File: config.mk
export PLATFORM = sky130hd
export DESIGN_NAME = wb_commit_stage_flat
export DESIGN_NICKNAME = d
export VERILOG_FILES = /design/src/rtl/wb_commit_stage_if.sv /design/src/rtl/wb_commit_stage.sv /design/src/flat_wrapper.sv
export SDC_FILE = /design/constraint.sdc
export NUM_CORES = 1
export LEC_CHECK = 0
export BUFFER_PORTS_ARGS = -buffer_cell sky130_fd_sc_hd__buf_2
export CAP_MARGIN = 20
export CORE_MARGIN = 10
export CORE_UTILIZATION = 45
export CTS_CLUSTER_SIZE = 20
export DETAILED_ROUTE_END_ITERATION = 7
export PLACE_DENSITY = 0.71
export SYNTH_ARGS = -nofsm -noshare
export SYNTH_HDL_FRONTEND = slang
export SYNTH_SLANG_ARGS = --single-unit
File: constraint.sdc
create_clock -name clk -period 17 [get_ports clk]
set_input_delay 3.4 -clock clk [delete_from_list [all_inputs] [get_ports clk]]
set_output_delay 3.4 -clock clk [all_outputs]
set_load 0.01 [all_outputs]
File: src/rtl/wb_commit_stage_if.sv
// MEM-to-WB bundle handshake, register-file write ports and debug trace port of wb_commit_stage.
interface wb_commit_stage_if #(
  parameter int unsigned LANES = 2
);
  logic                  ms_valid;
  logic                  ws_allowin;
  logic [LANES-1:0]      ms_lane_valid;
  logic [32*LANES-1:0]   ms_pc;
  logic [4*LANES-1:0]    ms_rf_we;
  logic [5*LANES-1:0]    ms_dest;
  logic [32*LANES-1:0]   ms_result;
  logic [LANES-1:0]      ms_ex;
  logic [LANES-1:0]      ms_eret;
  logic [4*LANES-1:0]    rf_we;
  logic [5*LANES-1:0]    rf_waddr;
  logic [32*LANES-1:0]   rf_wdata;
  logic                  ws_ex_en;
  logic                  ws_eret_flush;
  logic [31:0]           ws_ex_pc;
  logic [31:0]           debug_wb_pc;
  logic [3:0]            debug_wb_rf_wen;
  logic [4:0]            debug_wb_rf_wnum;
  logic [31:0]           debug_wb_rf_wdata;

  modport master (
    output ms_valid, ms_lane_valid, ms_pc, ms_rf_we, ms_dest, ms_result, ms_ex, ms_eret,
    input  ws_allowin, rf_we, rf_waddr, rf_wdata, ws_ex_en, ws_eret_flush, ws_ex_pc,
    input  debug_wb_pc, debug_wb_rf_wen, debug_wb_rf_wnum, debug_wb_rf_wdata
  );

  modport slave (
    input  ms_valid, ms_lane_valid, ms_pc, ms_rf_we, ms_dest, ms_result, ms_ex, ms_eret,
    output ws_allowin, rf_we, rf_waddr, rf_wdata, ws_ex_en, ws_eret_flush, ws_ex_pc,
    output debug_wb_pc, debug_wb_rf_wen, debug_wb_rf_wnum, debug_wb_rf_wdata
  );
endinterface

File: src/rtl/wb_commit_stage.sv
// Multi-lane writeback/commit stage: in-order exception/ERET precedence, per-lane RF writes,
// and a trace FIFO that serialises committed lanes onto the single debug trace port.
module wb_commit_stage #(
  parameter int unsigned LANES       = 2,
  parameter int unsigned TRACE_DEPTH = 8
) (
  input logic              clk,
  input logic              resetn,
  wb_commit_stage_if.slave bus
);

  localparam int unsigned AW = $clog2(TRACE_DEPTH);

  typedef logic [AW:0] ptr_t;

  typedef struct packed {
    logic [31:0] pc;
    logic [3:0]  we;
    logic [4:0]  dest;
    logic [31:0] data;
  } trace_t;

  logic                ws_valid_q, ws_valid_d;
  logic [LANES-1:0]    lane_valid_q, lane_valid_d;
  logic [LANES-1:0]    ex_q, ex_d;
  logic [LANES-1:0]    eret_q, eret_d;
  logic [32*LANES-1:0] pc_q, pc_d;
  logic [32*LANES-1:0] result_q, result_d;
  logic [4*LANES-1:0]  we_q, we_d;
  logic [5*LANES-1:0]  dest_q, dest_d;

  ptr_t                wr_ptr_q, wr_ptr_d;
  ptr_t                rd_ptr_q, rd_ptr_d;
  ptr_t                count;
  ptr_t                push_cnt;
  ptr_t                push_off [LANES];
  logic [AW-1:0]       wr_idx   [LANES];
  trace_t              push_ent [LANES];
  trace_t              mem_q    [TRACE_DEPTH];
  trace_t              head;
  trace_t              last_q, last_d;
  logic [AW+1:0]       occ_next;

  logic [LANES-1:0]    commit;
  logic [LANES-1:0]    push_lane;
  logic                flush_ex, flush_eret;
  logic [31:0]         flush_pc;
  logic                allowin;
  logic                accept;
  logic                pop;

  // Walk lanes oldest-first; the first excepting/ERET lane traces but does not write,
  // and everything younger than it is killed.
  always_comb begin : p_prec
    logic seen;
    seen       = 1'b0;
    commit     = '0;
    push_lane  = '0;
    flush_ex   = 1'b0;
    flush_eret = 1'b0;
    flush_pc   = '0;
    for (int i = 0; i < LANES; i++) begin
      if (ws_valid_q && lane_valid_q[i] && !seen) begin
        push_lane[i] = 1'b1;
        if (ex_q[i] || eret_q[i]) begin
          seen       = 1'b1;
          flush_ex   = ex_q[i];
          flush_eret = eret_q[i] & ~ex_q[i];
          flush_pc   = pc_q[32*i +: 32];
        end else begin
          commit[i] = 1'b1;
        end
      end
    end
  end

  // Compact pushing lanes into consecutive FIFO slots in lane order.
  always_comb begin
    push_cnt = '0;
    for (int i = 0; i < LANES; i++) begin
      push_off[i] = push_cnt;
      wr_idx[i]   = AW'(wr_ptr_q + push_cnt);
      push_ent[i] = '{pc:   pc_q[32*i +: 32],
                      we:   commit[i] ? we_q[4*i +: 4] : 4'b0,
                      dest: dest_q[5*i +: 5],
                      data: result_q[32*i +: 32]};
      if (push_lane[i]) begin
        push_cnt = push_cnt + ptr_t'(1);
      end
    end
  end

  always_comb begin
    count    = wr_ptr_q - rd_ptr_q;
    pop      = (count != '0);
    head     = mem_q[rd_ptr_q[AW-1:0]];
    occ_next = {1'b0, count} + {1'b0, push_cnt} - {{(AW+1){1'b0}}, pop};
    allowin  = (occ_next <= (AW+2)'(TRACE_DEPTH - LANES));
    accept   = bus.ms_valid & allowin & ~(flush_ex | flush_eret);
    wr_ptr_d = wr_ptr_q + push_cnt;
    rd_ptr_d = rd_ptr_q + ptr_t'(pop);
    last_d   = pop ? head : last_q;
  end

  always_comb begin
    ws_valid_d   = accept;
    lane_valid_d = lane_valid_q;
    ex_d         = ex_q;
    eret_d       = eret_q;
    pc_d         = pc_q;
    result_d     = result_q;
    we_d         = we_q;
    dest_d       = dest_q;
    if (accept) begin
      lane_valid_d = bus.ms_lane_valid;
      ex_d         = bus.ms_ex;
      eret_d       = bus.ms_eret;
      pc_d         = bus.ms_pc;
      result_d     = bus.ms_result;
      we_d         = bus.ms_rf_we;
      dest_d       = bus.ms_dest;
    end
  end

  always_ff @(posedge clk or negedge resetn) begin
    if (!resetn) begin
      ws_valid_q   <= 1'b0;
      lane_valid_q <= '0;
      ex_q         <= '0;
      eret_q       <= '0;
      pc_q         <= '0;
      result_q     <= '0;
      we_q         <= '0;
      dest_q       <= '0;
      wr_ptr_q     <= '0;
      rd_ptr_q     <= '0;
      last_q       <= '0;
    end else begin
      ws_valid_q   <= ws_valid_d;
      lane_valid_q <= lane_valid_d;
      ex_q         <= ex_d;
      eret_q       <= eret_d;
      pc_q         <= pc_d;
      result_q     <= result_d;
      we_q         <= we_d;
      dest_q       <= dest_d;
      wr_ptr_q     <= wr_ptr_d;
      rd_ptr_q     <= rd_ptr_d;
      last_q       <= last_d;
    end
  end

  // Storage needs no reset: the pointers alone decide what is visible.
  always_ff @(posedge clk) begin
    for (int i = 0; i < LANES; i++) begin
      if (push_lane[i]) begin
        mem_q[wr_idx[i]] <= push_ent[i];
      end
    end
  end

  always_comb begin
    bus.ws_allowin    = allowin;
    bus.rf_waddr      = dest_q;
    bus.rf_wdata      = result_q;
    bus.ws_ex_en      = flush_ex;
    bus.ws_eret_flush = flush_eret;
    bus.ws_ex_pc      = flush_pc;
    for (int i = 0; i < LANES; i++) begin
      bus.rf_we[4*i +: 4] = commit[i] ? we_q[4*i +: 4] : 4'b0;
    end
    bus.debug_wb_pc       = pop ? head.pc   : last_q.pc;
    bus.debug_wb_rf_wen   = pop ? head.we   : 4'b0;
    bus.debug_wb_rf_wnum  = pop ? head.dest : last_q.dest;
    bus.debug_wb_rf_wdata = pop ? head.data : last_q.data;
  end

endmodule
File: src/flat_wrapper.sv
// flat-port wrapper written by rule: the top's interface ports become plain ports
module wb_commit_stage_flat 
#(
  parameter int unsigned LANES       = 2,
  parameter int unsigned TRACE_DEPTH = 8
)
  (clk, resetn, bus_ms_valid, bus_ms_lane_valid, bus_ms_pc, bus_ms_rf_we, bus_ms_dest, bus_ms_result, bus_ms_ex, bus_ms_eret, bus_ws_allowin, bus_rf_we, bus_rf_waddr, bus_rf_wdata, bus_ws_ex_en, bus_ws_eret_flush, bus_ws_ex_pc, bus_debug_wb_pc, bus_debug_wb_rf_wen, bus_debug_wb_rf_wnum, bus_debug_wb_rf_wdata);
  wb_commit_stage_if #(.LANES(LANES)) bus_i ();
  input logic clk;
  input logic resetn;
  input wire logic [$bits(bus_i.ms_valid)-1:0] bus_ms_valid;
  input wire logic [$bits(bus_i.ms_lane_valid)-1:0] bus_ms_lane_valid;
  input wire logic [$bits(bus_i.ms_pc)-1:0] bus_ms_pc;
  input wire logic [$bits(bus_i.ms_rf_we)-1:0] bus_ms_rf_we;
  input wire logic [$bits(bus_i.ms_dest)-1:0] bus_ms_dest;
  input wire logic [$bits(bus_i.ms_result)-1:0] bus_ms_result;
  input wire logic [$bits(bus_i.ms_ex)-1:0] bus_ms_ex;
  input wire logic [$bits(bus_i.ms_eret)-1:0] bus_ms_eret;
  output wire logic [$bits(bus_i.ws_allowin)-1:0] bus_ws_allowin;
  output wire logic [$bits(bus_i.rf_we)-1:0] bus_rf_we;
  output wire logic [$bits(bus_i.rf_waddr)-1:0] bus_rf_waddr;
  output wire logic [$bits(bus_i.rf_wdata)-1:0] bus_rf_wdata;
  output wire logic [$bits(bus_i.ws_ex_en)-1:0] bus_ws_ex_en;
  output wire logic [$bits(bus_i.ws_eret_flush)-1:0] bus_ws_eret_flush;
  output wire logic [$bits(bus_i.ws_ex_pc)-1:0] bus_ws_ex_pc;
  output wire logic [$bits(bus_i.debug_wb_pc)-1:0] bus_debug_wb_pc;
  output wire logic [$bits(bus_i.debug_wb_rf_wen)-1:0] bus_debug_wb_rf_wen;
  output wire logic [$bits(bus_i.debug_wb_rf_wnum)-1:0] bus_debug_wb_rf_wnum;
  output wire logic [$bits(bus_i.debug_wb_rf_wdata)-1:0] bus_debug_wb_rf_wdata;
  assign bus_i.ms_valid = bus_ms_valid;
  assign bus_i.ms_lane_valid = bus_ms_lane_valid;
  assign bus_i.ms_pc = bus_ms_pc;
  assign bus_i.ms_rf_we = bus_ms_rf_we;
  assign bus_i.ms_dest = bus_ms_dest;
  assign bus_i.ms_result = bus_ms_result;
  assign bus_i.ms_ex = bus_ms_ex;
  assign bus_i.ms_eret = bus_ms_eret;
  assign bus_ws_allowin = bus_i.ws_allowin;
  assign bus_rf_we = bus_i.rf_we;
  assign bus_rf_waddr = bus_i.rf_waddr;
  assign bus_rf_wdata = bus_i.rf_wdata;
  assign bus_ws_ex_en = bus_i.ws_ex_en;
  assign bus_ws_eret_flush = bus_i.ws_eret_flush;
  assign bus_ws_ex_pc = bus_i.ws_ex_pc;
  assign bus_debug_wb_pc = bus_i.debug_wb_pc;
  assign bus_debug_wb_rf_wen = bus_i.debug_wb_rf_wen;
  assign bus_debug_wb_rf_wnum = bus_i.debug_wb_rf_wnum;
  assign bus_debug_wb_rf_wdata = bus_i.debug_wb_rf_wdata;
  wb_commit_stage #(.LANES(LANES), .TRACE_DEPTH(TRACE_DEPTH)) u_core (.clk(clk), .resetn(resetn), .bus(bus_i));
endmodule
==> impl_results.md <==
* Status: completed
* Starting Density at 0.4534
* DRC at 0
* Final nets at 2816
* Via density at 5.869
* Power Dens Cells at 220.3 nW/um2
* Crit-path cells: inv_4 -> ha_1 -> a21oi_1 -> a21oi_1 -> or2_2 -> ha_1 -> and3_1 -> inv_4 -> ha_1 -> inv_1 -> ha_1 -> inv_1 -> fa_1 -> nor2b_1 -> a2bb2oi_1 -> o21ai_1 -> nor3b_1 -> buf_2
* Area of the multi-input gates at 14290 um2
* RSZ-0062 raised after global routing: no
* Most numerous cell in the Yosys netlist: mux2_2
* Die width at 312.7 um
* Yosys top cell area share at 0.4550
* Part of the Yosys area used for sequential elements at 0.6043
* First-pass GRT wire length at 160.1 mm
* Minimum clock period at 9.487 ns
* Cell repeated most along the worst path: ha_1
* Antenna violation net count after detailed routing at 0
* Routability Congestion at 0.7949
* YS warnings at 0
* CTS Hold Bufs at 0
* Hold endpoint: u_core.rd_ptr_q[3]
* Post-synth EDFFs at 584
* Vias in the first global route at 24670
* Post-synth top cells: mux2_2, edfxtp_1, dfrtp_1, nand2_1, mux4_2
* Worst hold path type: reg -> reg
* Clock sinks at 814
* Critical Path Max Stage Delay at 0.63 ns
* Post-Place Setup Slack at 8.212 ns
* Worst hold path startpoint: u_core.rd_ptr_q[3]
* Port Buffers at 344
* Post-synthesis register bit count at 814
* Measured slew at the worst slew-check pin at 1.156 ns
* CTS tree: yes
* Post-synth ARST share at 0.2826
* Slowest CP cell: inv_4
* Final setup violation count at 0
* Synthesized area at 38540 um2
* Via count at 22680
* Primary FF master, synth: edfxtp_1
* Post-DP HPWL at 60.15 mm
* GRT Total Usage at 0.2150
* WL final at 107.0 mm
* # rows at 107
* Post-CTS Setup Repair Bufs at 0
* Leakage at 16.55 nW
* Most area-hungry cell type in the Yosys netlist: edfxtp_1
* R2R Setup Slk at 9.93 ns
* Final WS setup at 7.513 ns
* Arr. time, crit path at 6.09 ns
* Setup TNS at 0 ns
* Relative slew slack at 0.2292
* Reg-to-reg endpoint: u_core.pc_q[61]
* Max VDD drop at 0.3915 mV
* Drt wl/cell at 27.68 um
* Final Hold Vio Count at 0
* FILL cells at 6887
* Final Cell Area at 44390 um2
* CP required at 13.60 ns
* Post-route clock period utilization at 0.5581
* Worst Clk Skew at 0.02258 ns
* Area of the die at 97760 um2
* Initial DRT Pass Iterations at 5
* Final core occ at 0.5221
* Placed cell areas at 41200 um2
* Yosys cell types at 50
* Maximum root-to-sink buffer count at 3
* Number of DRC markers in iteration 0 at 1846
* Hold Crit Depth at 1
* Critical Path Fanout Max at 70
* Syn Inst Count at 2380
* Worst-Skew Late Latency at 0.64 ns
* Reg2Reg Depth at 20
* Register area at 23300 um2
* H-tree lvl count at 3
* Core area at 85010 um2
* Reg2reg start: u_core.rd_ptr_q[2]
* Total gr overflow at 0
* Initial antenna violation count at 1
* Top Ports at 345
* TritonCTS buffer count at 90
* Reg clk slew, reported paths at 0.06 ns
* Share of layout cells above drive strength 1 at 0.5127
* Area Overhead vs Synth at 15.16%
* Max Cap Violations at 0
* Critical path launch point type: flop
* Syn nets at 2555
* Synth area leaders: edfxtp_1, mux2_2, dfrtp_1
* Height of the chip at 312.7 um
* Type of destination of the critical path: output pin
* Syn Area/Cell at 16.19 um2
* Largest net degree at the start of global routing at 137
* Slew Limit Fails at 0
* Fmax at 105.4 MHz
* Post_cts resized at 0
* Clk root buf: clkbuf_16
* Critical path class: reg -> out
==> logic make-up (layout without fill, tap and decap cells) <==
| group | after synthesis | count (layout) | synth area share |
|---|---|---|---|
| other | 0 | 1 | 0 |
| XOR/XNOR | 9 | 9 | 0.002045 |
| flip-flops | 814 | 814 | 0.6043 |
| buffers and inverters | 243 | 582 | 0.02918 |
| AND/OR/NAND/NOR | 285 | 285 | 0.03058 |
| adder cells (fa/ha/maj) | 20 | 20 | 0.007077 |
| multiplexers | 866 | 866 | 0.3019 |
| AO/OA/AOI/OAI | 143 | 143 | 0.02493 |
==> worst max-delay path, delay by kind of cell, from the launching register on <==
kind / cells / cell delay, ns
compound gates: 4 / 0.58
buf+inv: 5 / 1.43
simple gates: 4 / 1.16
fa+ha+maj: 5 / 1.65
flops: 1 / 0.60
==> report_power, final <==
group | internal [mW] | switching (mW) | total (mW)
combinational | 2.22 | 2.09 | 4.31
sequential | 2.79 | 0.607 | 3.40
clock | 1.25 | 0.823 | 2.08
total | 6.26 | 3.52 | 9.78
==> cell usage in the layout (no fill, tap or decap), types with 18 or more instances in the layout <==
cell type	n
mux4_2	146
nand2_1	164
mux2_4	69
clkbuf_16	92
dfrtp_1	227
o21ai_0	18
mux2_2	622
nor2_1	76
inv_1	23
clkbuf_1	19
buf_2	343
edfxtp_1	584
a22o_1	32
a31oi_1	69
buf_4	39
==> flip-flops by register name (all words and copies together) (netlist names) <==
signal               count
u_core.mem_q           584
u_core.last_q           69
u_core.bus.rf_wdata     64
u_core.pc_q             64
u_core.bus.rf_waddr     10
u_core.we_q              8
u_core.rd_ptr_q          4
u_core.wr_ptr_q          4
u_core.eret_q            2
u_core.ex_q              2
u_core.lane_valid_q      2
u_core.ws_valid_q        1
==> cell type report <==
class                      count  area share
inverter                      27    0.002396
tap                         1144     0.03225
antenna                        1  0.00005638
sequential                   814      0.5250
clock inverter                44     0.01367
timing repair buffer         385     0.04651
clock buffer                 126     0.05813
multi-input combinational   1323      0.3220
==> worst max path at each step <==
| stage | start | endpoint | slack (ns) | cells after the start |
|---|---|---|---|---|
| after global placement | u_core.rd_ptr_q[2] | bus_ws_allowin | 8.23 | 18 |
| after global routing | u_core.rd_ptr_q[2] | bus_ws_allowin | 7.21 | 18 |
| after detailed placement | u_core.rd_ptr_q[2] | bus_ws_allowin | 8.21 | 18 |
| final | u_core.rd_ptr_q[2] | bus_ws_allowin | 7.51 | 18 |
| after floorplan | u_core.rd_ptr_q[1] | bus_ws_allowin | 8.93 | 21 |
| after CTS | u_core.rd_ptr_q[2] | bus_ws_allowin | 7.49 | 18 |
==> layer usage <==
layer  global-route usage  wire length, um  part of all wire  up-vias
met5                    0                0                 0        -
met4              0.06463             2782             0.026        0
met3              0.03600             6362             0.059      170
met2               0.3614            53060              0.50      840
met1               0.2841            44770              0.42    12000
li1                     -                -                 -     9666
==> metrics by stage <==
step,total power [mW],hold slack [ns],std cells
2_1_floorplan,6.552,0.4639,2380
3_3_place_gp,7.567,0.4787,3692
3_5_place_dp,7.746,0.4895,3693
4_1_cts,9.842,0.4977,3863
5_1_grt,10.29,0.5137,3863
6_report,9.777,0.5030,3864
(Power assumes the default switching activity.)
